## src/rtl/dvi_output_sequencer.sv

```systemverilog
// DVI output start-up / run-time sequencer.
// Keeps the VGA timing generator in reset and the TMDS lanes dark until the
// pixel PLL has locked and settled, enables the lanes on a frame boundary,
// and steps the test pattern on vsync after a debounced button press.
module dvi_output_sequencer #(
  parameter int   C_settle_cycles   = 65536,
  parameter int   C_debounce_cycles = 250000,
  parameter int   C_patterns        = 4,
  parameter logic C_vsync_active    = 1'b1
) (
  input  logic                          clk_pixel,
  input  logic                          reset,
  input  logic                          clk_locked,
  input  logic                          btn,
  input  logic                          vga_vsync,
  output logic                          timing_reset,
  output logic                          tmds_enable,
  output logic [$clog2(C_patterns)-1:0] pattern_sel,
  output logic [15:0]                   frame_count,
  output logic [2:0]                    state_o
);

  localparam int PAT_W = $clog2(C_patterns);
  localparam int SET_W = $clog2(C_settle_cycles);
  localparam int DB_W  = $clog2(C_debounce_cycles);

  localparam logic [SET_W-1:0] SETTLE_LOAD = SET_W'(C_settle_cycles - 1);
  localparam logic [DB_W-1:0]  DB_LAST     = DB_W'(C_debounce_cycles - 1);
  localparam logic [PAT_W-1:0] PAT_LAST    = PAT_W'(C_patterns - 1);

  typedef enum logic [2:0] {
    WAIT_LOCK = 3'd0,
    SETTLE    = 3'd1,
    START     = 3'd2,
    SYNC      = 3'd3,
    RUN       = 3'd4
  } state_t;

  state_t           state;
  state_t           next_state;
  logic             lock_meta;
  logic             lock_s;
  logic             btn_meta;
  logic             btn_s;
  logic             vsync_prev;
  logic             vsync_edge;
  logic             lock_lost;
  logic [SET_W-1:0] settle_cnt;
  logic [DB_W-1:0]  db_cnt;
  logic             btn_db;
  logic             db_rise;
  logic             pending;
  logic             advance;

  assign vsync_edge = (vga_vsync == C_vsync_active) && (vsync_prev != C_vsync_active);
  assign lock_lost  = (state != WAIT_LOCK) && !lock_s;
  assign db_rise    = btn_s && !btn_db && (db_cnt == DB_LAST);
  assign advance    = (state == RUN) && vsync_edge && pending && !lock_lost;
  assign state_o    = state;

  // Two-flop synchronisers for the asynchronous lock and button inputs, plus vsync history
  always_ff @(posedge clk_pixel) begin
    if (reset) begin
      lock_meta  <= 1'b0;
      lock_s     <= 1'b0;
      btn_meta   <= 1'b0;
      btn_s      <= 1'b0;
      vsync_prev <= C_vsync_active;
    end else begin
      lock_meta  <= clk_locked;
      lock_s     <= lock_meta;
      btn_meta   <= btn;
      btn_s      <= btn_meta;
      vsync_prev <= vga_vsync;
    end
  end

  // FSM state register
  always_ff @(posedge clk_pixel) begin
    if (reset) begin
      state <= WAIT_LOCK;
    end else begin
      state <= next_state;
    end
  end

  // Next-state logic; losing lock overrides every other transition
  always_comb begin
    next_state = state;
    if (lock_lost) begin
      next_state = WAIT_LOCK;
    end else begin
      case (state)
        WAIT_LOCK: if (lock_s) next_state = SETTLE;
        SETTLE:    if (settle_cnt == '0) next_state = START;
        START:     next_state = SYNC;
        SYNC:      if (vsync_edge) next_state = RUN;
        RUN:       next_state = RUN;
        default:   next_state = WAIT_LOCK;
      endcase
    end
  end

  // Settle counter: loaded on SETTLE entry, counts down to zero while settling
  always_ff @(posedge clk_pixel) begin
    if (reset) begin
      settle_cnt <= '0;
    end else if ((next_state == SETTLE) && (state != SETTLE)) begin
      settle_cnt <= SETTLE_LOAD;
    end else if ((state == SETTLE) && (settle_cnt != '0)) begin
      settle_cnt <= settle_cnt - SET_W'(1);
    end
  end

  // Registered path controls; timing release lands the cycle after START is entered,
  // while lock loss reasserts reset and darkens the lanes together with the state change
  always_ff @(posedge clk_pixel) begin
    if (reset) begin
      timing_reset <= 1'b1;
      tmds_enable  <= 1'b0;
    end else begin
      timing_reset <= (state == WAIT_LOCK) || (state == SETTLE) || (next_state == WAIT_LOCK);
      tmds_enable  <= (next_state == RUN);
    end
  end

  // Button debounce: accept a new level only after it has been held for the full window
  always_ff @(posedge clk_pixel) begin
    if (reset) begin
      db_cnt <= '0;
      btn_db <= 1'b0;
    end else if (btn_s == btn_db) begin
      db_cnt <= '0;
    end else if (db_cnt == DB_LAST) begin
      db_cnt <= '0;
      btn_db <= btn_s;
    end else begin
      db_cnt <= db_cnt + DB_W'(1);
    end
  end

  // Pending pattern request; a new press on the consuming vsync edge survives to the next frame
  always_ff @(posedge clk_pixel) begin
    if (reset) begin
      pending <= 1'b0;
    end else if (lock_lost) begin
      pending <= 1'b0;
    end else if (db_rise) begin
      pending <= 1'b1;
    end else if (advance) begin
      pending <= 1'b0;
    end
  end

  // Test pattern index, stepped on a vsync edge in RUN and kept across lock loss
  always_ff @(posedge clk_pixel) begin
    if (reset) begin
      pattern_sel <= '0;
    end else if (advance) begin
      pattern_sel <= (pattern_sel == PAT_LAST) ? '0 : pattern_sel + PAT_W'(1);
    end
  end

  // Frame counter: counts vsync edges seen in RUN, cleared when lock is lost
  always_ff @(posedge clk_pixel) begin
    if (reset) begin
      frame_count <= '0;
    end else if (lock_lost) begin
      frame_count <= '0;
    end else if ((state == RUN) && vsync_edge) begin
      frame_count <= frame_count + 16'd1;
    end
  end

endmodule

```

## config.mk

```make
export PLATFORM = sky130hd
export DESIGN_NAME = dvi_output_sequencer
export DESIGN_NICKNAME = d
export VERILOG_FILES = /design/src/rtl/dvi_output_sequencer.sv
export SDC_FILE = /design/constraint.sdc
export NUM_CORES = 1
export LEC_CHECK = 0
export CORE_MARGIN = 2
export CORE_UTILIZATION = 38
export DETAILED_ROUTE_END_ITERATION = 16
export GPL_TIMING_DRIVEN = 0
export PLACE_DENSITY = 0.69
export SYNTH_ARGS = -nofsm -noshare
export SYNTH_HDL_FRONTEND = slang
export SYNTH_SLANG_ARGS = --single-unit
export TNS_END_PERCENT = 50
```

## constraint.sdc

```tcl
create_clock -name clk_pixel -period 1.9 [get_ports clk_pixel]
set_clock_uncertainty 0.15 [all_clocks]
set_input_delay 0.38 -clock clk_pixel [delete_from_list [all_inputs] [get_ports clk_pixel]]
set_output_delay 0.38 -clock clk_pixel [all_outputs]
set_load 0.02 [all_outputs]
```

==> results.toml <==
[status]
status = "finished with violations"
violations = "setup timing"

[place]
dp_cells = 474
io_buffers = 26
dp_hpwl_mm = 4.56
dpl_cell_area_mm2 = 0.00345
dpl_worst_slack_ns = -0.677
globalplace.congestion = 0.793

[clock_tree]
cts_max_level = 3
cts_inserted_buffers = 9
cts_sinks = 64
holdBufCountCts = 0
cts_tree = "built"
clk_latency_ns = 0.35
clk_pin_slew_ns = 0.07
root_buffer = "clkbuf_8"
max-clock-path-buffers = 2

[power_and_ir_drop]
clockPowerShare_pct = 36.3
ir_drop_v = 0.000359
power_density_mw_per_mm2 = 697
p_sw_share_pct = 27.4
intPower_mw = 1.98
p_comb_share_pct = 11.6
p_sw_uw = 747
power_leakage_nw = 1.48
p_seq_share_pct = 52.0

[worst_setup_path]
critical_path_class = "flip-flop to flip-flop"
r2r_setup_slack_ns = -0.05
r2r_cells = 5
crit_arrival_ns = 2.07
critPathMaxStageDelay_ns = 0.40
required_ns = 2.02
critPathLaunchType = "flip-flop"
end_kind = "flip-flop"
cp_slowest_cell = "or4_1"
crit_chain = "nor4_4, nand4_1, buf_4, or4_1, a31oi_1"
r2r_end = "settle_cnt[15]"
r2r-start = "settle_cnt[2]"
worstPathMaxFanout = 5

[drt]
post_drt_via_cell_ratio = 5.51
first_pass_iters = 4
drcViolationCount = 0
routed_wl_mm = 7.09
drt-wirelength-per-cell_um = 14.1
ant_nets = 0
vias = 2763
drt_first_iter_violations = 152

[timing]
worst_pin_slew_ns = 0.554
slew_headroom_pct = 63.1
setup_violations = 3
fin_ws_ns = -0.0487
slew_viol_final = 0
max_freq_mhz = 513
post-route-min-period_ns = 1.95
final.period_utilization_pct = 103
grt_setup_unrepaired = "true"
hold_viol_final = 0

[synthesis]
synth_fa_ha_area_share_pct = 2.05
synth_area_leaders = "dfxtp_1 (42%), xor2_1 (4.6%), nor2_1 (3.9%)"
yosys_warnings = 0
syn_inst = 346
synthesis.area_mm2 = 0.00305
synth_largest_area_cell = "dfxtp_1"
async_flop_share_pct = 0
yosysMostFrequentCell = "dfxtp_1"
synth_common_cells = "dfxtp_1 (64), nor2_1 (32), a21oi_1 (19), nand2_1 (19)"
ys_seq_area_share_pct = 42.0
ys_seq_elements = 64
synth_top_family_by_area = "simple AND/OR/NAND/NOR gates"
synth_flop_cell = "dfxtp_1"
ys_types = 51
synth_edf_count = 0
synthMuxAreaShare_pct = 0.328
synth_xor_area_share_pct = 6.31
synth_top_area_share_pct = 42.0
synthSimpleGateAreaFrac_pct = 32.3
synth_compound_area_share_pct = 13.4
syn-num-nets = 356
syn_area_per_cell_um2 = 8.82

[die]
start_util_pct = 39.3
num_rows = 32
core_mm2 = 0.00777
num_io_pins = 28
die_h_um = 93.6
fp.dieArea_mm2 = 0.00877
die_w_um = 93.6

[global_routing]
grt_pass1_wl_mm = 11.5
antenna_found_initial = 0
grtUsageTotal_pct = 16.5
overflow = 0
grt_pass1_vias = 2495
grt_max_degree = 12

[cells_and_area]
diodes = 0
fin_area_mm2 = 0.00392
fin_cells = 501
layout-drive-gt1-share_pct = 21.1
fin_nets = 405
synthToLayoutAreaGrowth_pct = 28.2

[worst_hold_path]
holdCritPathClass = "input pin to flip-flop"
hold_end = "vsync_prev"
worstHoldPathCells = 2
hold_start = "vga_vsync"

[job]
cap_violations = 0
## final cells by class
class	count	area, µm²
repair buffers	41	374
clock buffers	9	124
flip-flops and latches	64	1300
inverters	8	32.5
multi-input cells	255	1810
plain buffers	16	105
fillers	743	3850
well taps	102	128
clock inverters	6	37.5
## worst max path at each step
| stage | cells after the start | start | slack, ns | to |
|---|---|---|---|---|
| 2_1_floorplan | 6 | state_o[2] | -0.007 | pattern_sel[0] |
| 3_3_place_gp | 6 | vga_vsync | -0.63 | frame_count[15] |
| 3_5_place_dp | 6 | vga_vsync | -0.68 | frame_count[15] |
| 4_1_cts | 5 | state_o[0] | -0.02 | settle_cnt[9] |
| 5_1_grt | 5 | settle_cnt[2] | -0.13 | settle_cnt[15] |
| 6_report | 5 | settle_cnt[2] | -0.05 | settle_cnt[15] |
## state kept, by name, indices dropped and copies added (netlist names)
signal and count:
pattern_sel 2, lock_s 1, settle_cnt 16, lock_meta 1
vsync_prev 1, btn_meta 1, frame_count 16, state_o 3
btn_s 1, btn_db 1, pending 1, tmds_enable 1
db_cnt 18, timing_reset 1
## cell families after synthesis
family          count (synthesis)
xor+xnor                       22
compound gates                 65
buf+inv                        27
simple gates                  162
mux                             1
fa+ha+maj                       5
flops                          64
## worst max-delay path: cells and delay by family, from the launching register on
family          cells  cell delay, ns
simple gates        3            1.01
buf+inv             1            0.20
compound gates      1            0.16
flops               1            0.37
## per-layer routing
| layer | GRT usage [%] | up-vias | part of all wire [%] |
|---|---|---|---|
| met5 | 0 | - | 0 |
| met4 | 7.37 | 0 | 1.1 |
| met3 | 3.14 | 9 | 3.3 |
| met2 | 26.3 | 39 | 48 |
| met1 | 21.6 | 1329 | 48 |
| li1 | - | 1386 | - |
## power by group through the flow
stage	Sequential [mW]	Combinational, mW	Clock, mW
floorplan	1.43	0.185	0
global placement	1.44	0.234	0
detailed placement	1.44	0.240	0
CTS	1.42	0.290	1.01
global route	1.42	0.348	1.08
finish	1.42	0.318	0.992
## per-stage QoR
stage | hold slack, ns | total power [mW] | setup TNS (ns) | utilization (%)
global route | 0.188 | 2.85 | -0.607 | 50.4
finish | 0.184 | 2.73 | -0.0808 | 50.4
global placement | 0.281 | 1.67 | -6.37 | 44.4
CTS | 0.270 | 2.72 | -0.0373 | 48.6
detailed placement | 0.290 | 1.68 | -7.42 | 44.4
floorplan | 0.264 | 1.62 | -0.00870 | -
## cell usage in the layout, fill, tap and decap left out, drive strengths merged, types with 2 or more instances in the layout
cell | netlist | final
dfxtp | 64 | 64
nor2 | 32 | 32
buf | 9 | 24
a21oi | 19 | 19
nand2 | 19 | 19
nand4 | 16 | 16
xor2 | 16 | 16
clkbuf | 10 | 16
nand3 | 15 | 15
or3 | 14 | 14
o21ai | 13 | 13
dlygate4sd2 | 0 | 11
a31oi | 10 | 10
or4 | 10 | 10
clkdlybuf4s50 | 0 | 9
nor3 | 9 | 9
inv | 8 | 8
and4 | 7 | 7
nor4 | 7 | 7
xnor2 | 6 | 6
a211oi | 6 | 6
dlymetal6s2s | 0 | 6
and3 | 6 | 6
nor2b | 5 | 5
o31ai | 5 | 5
nor4b | 5 | 5
ha | 5 | 5
nor3b | 4 | 4
and2 | 3 | 3
clkinvlp | 0 | 3
clkinv | 0 | 3
and4b | 2 | 2
or3b | 2 | 2
or2 | 2 | 2
or4b | 2 | 2
o21a | 2 | 2
## timing repair
action	in CTS	in global routing
setup buffers	10	5
setup endpoints to repair	53	45
pin swaps	7	11
gates resized for setup	45	38
No activity file was read; power rests on OpenSTA's default activity.
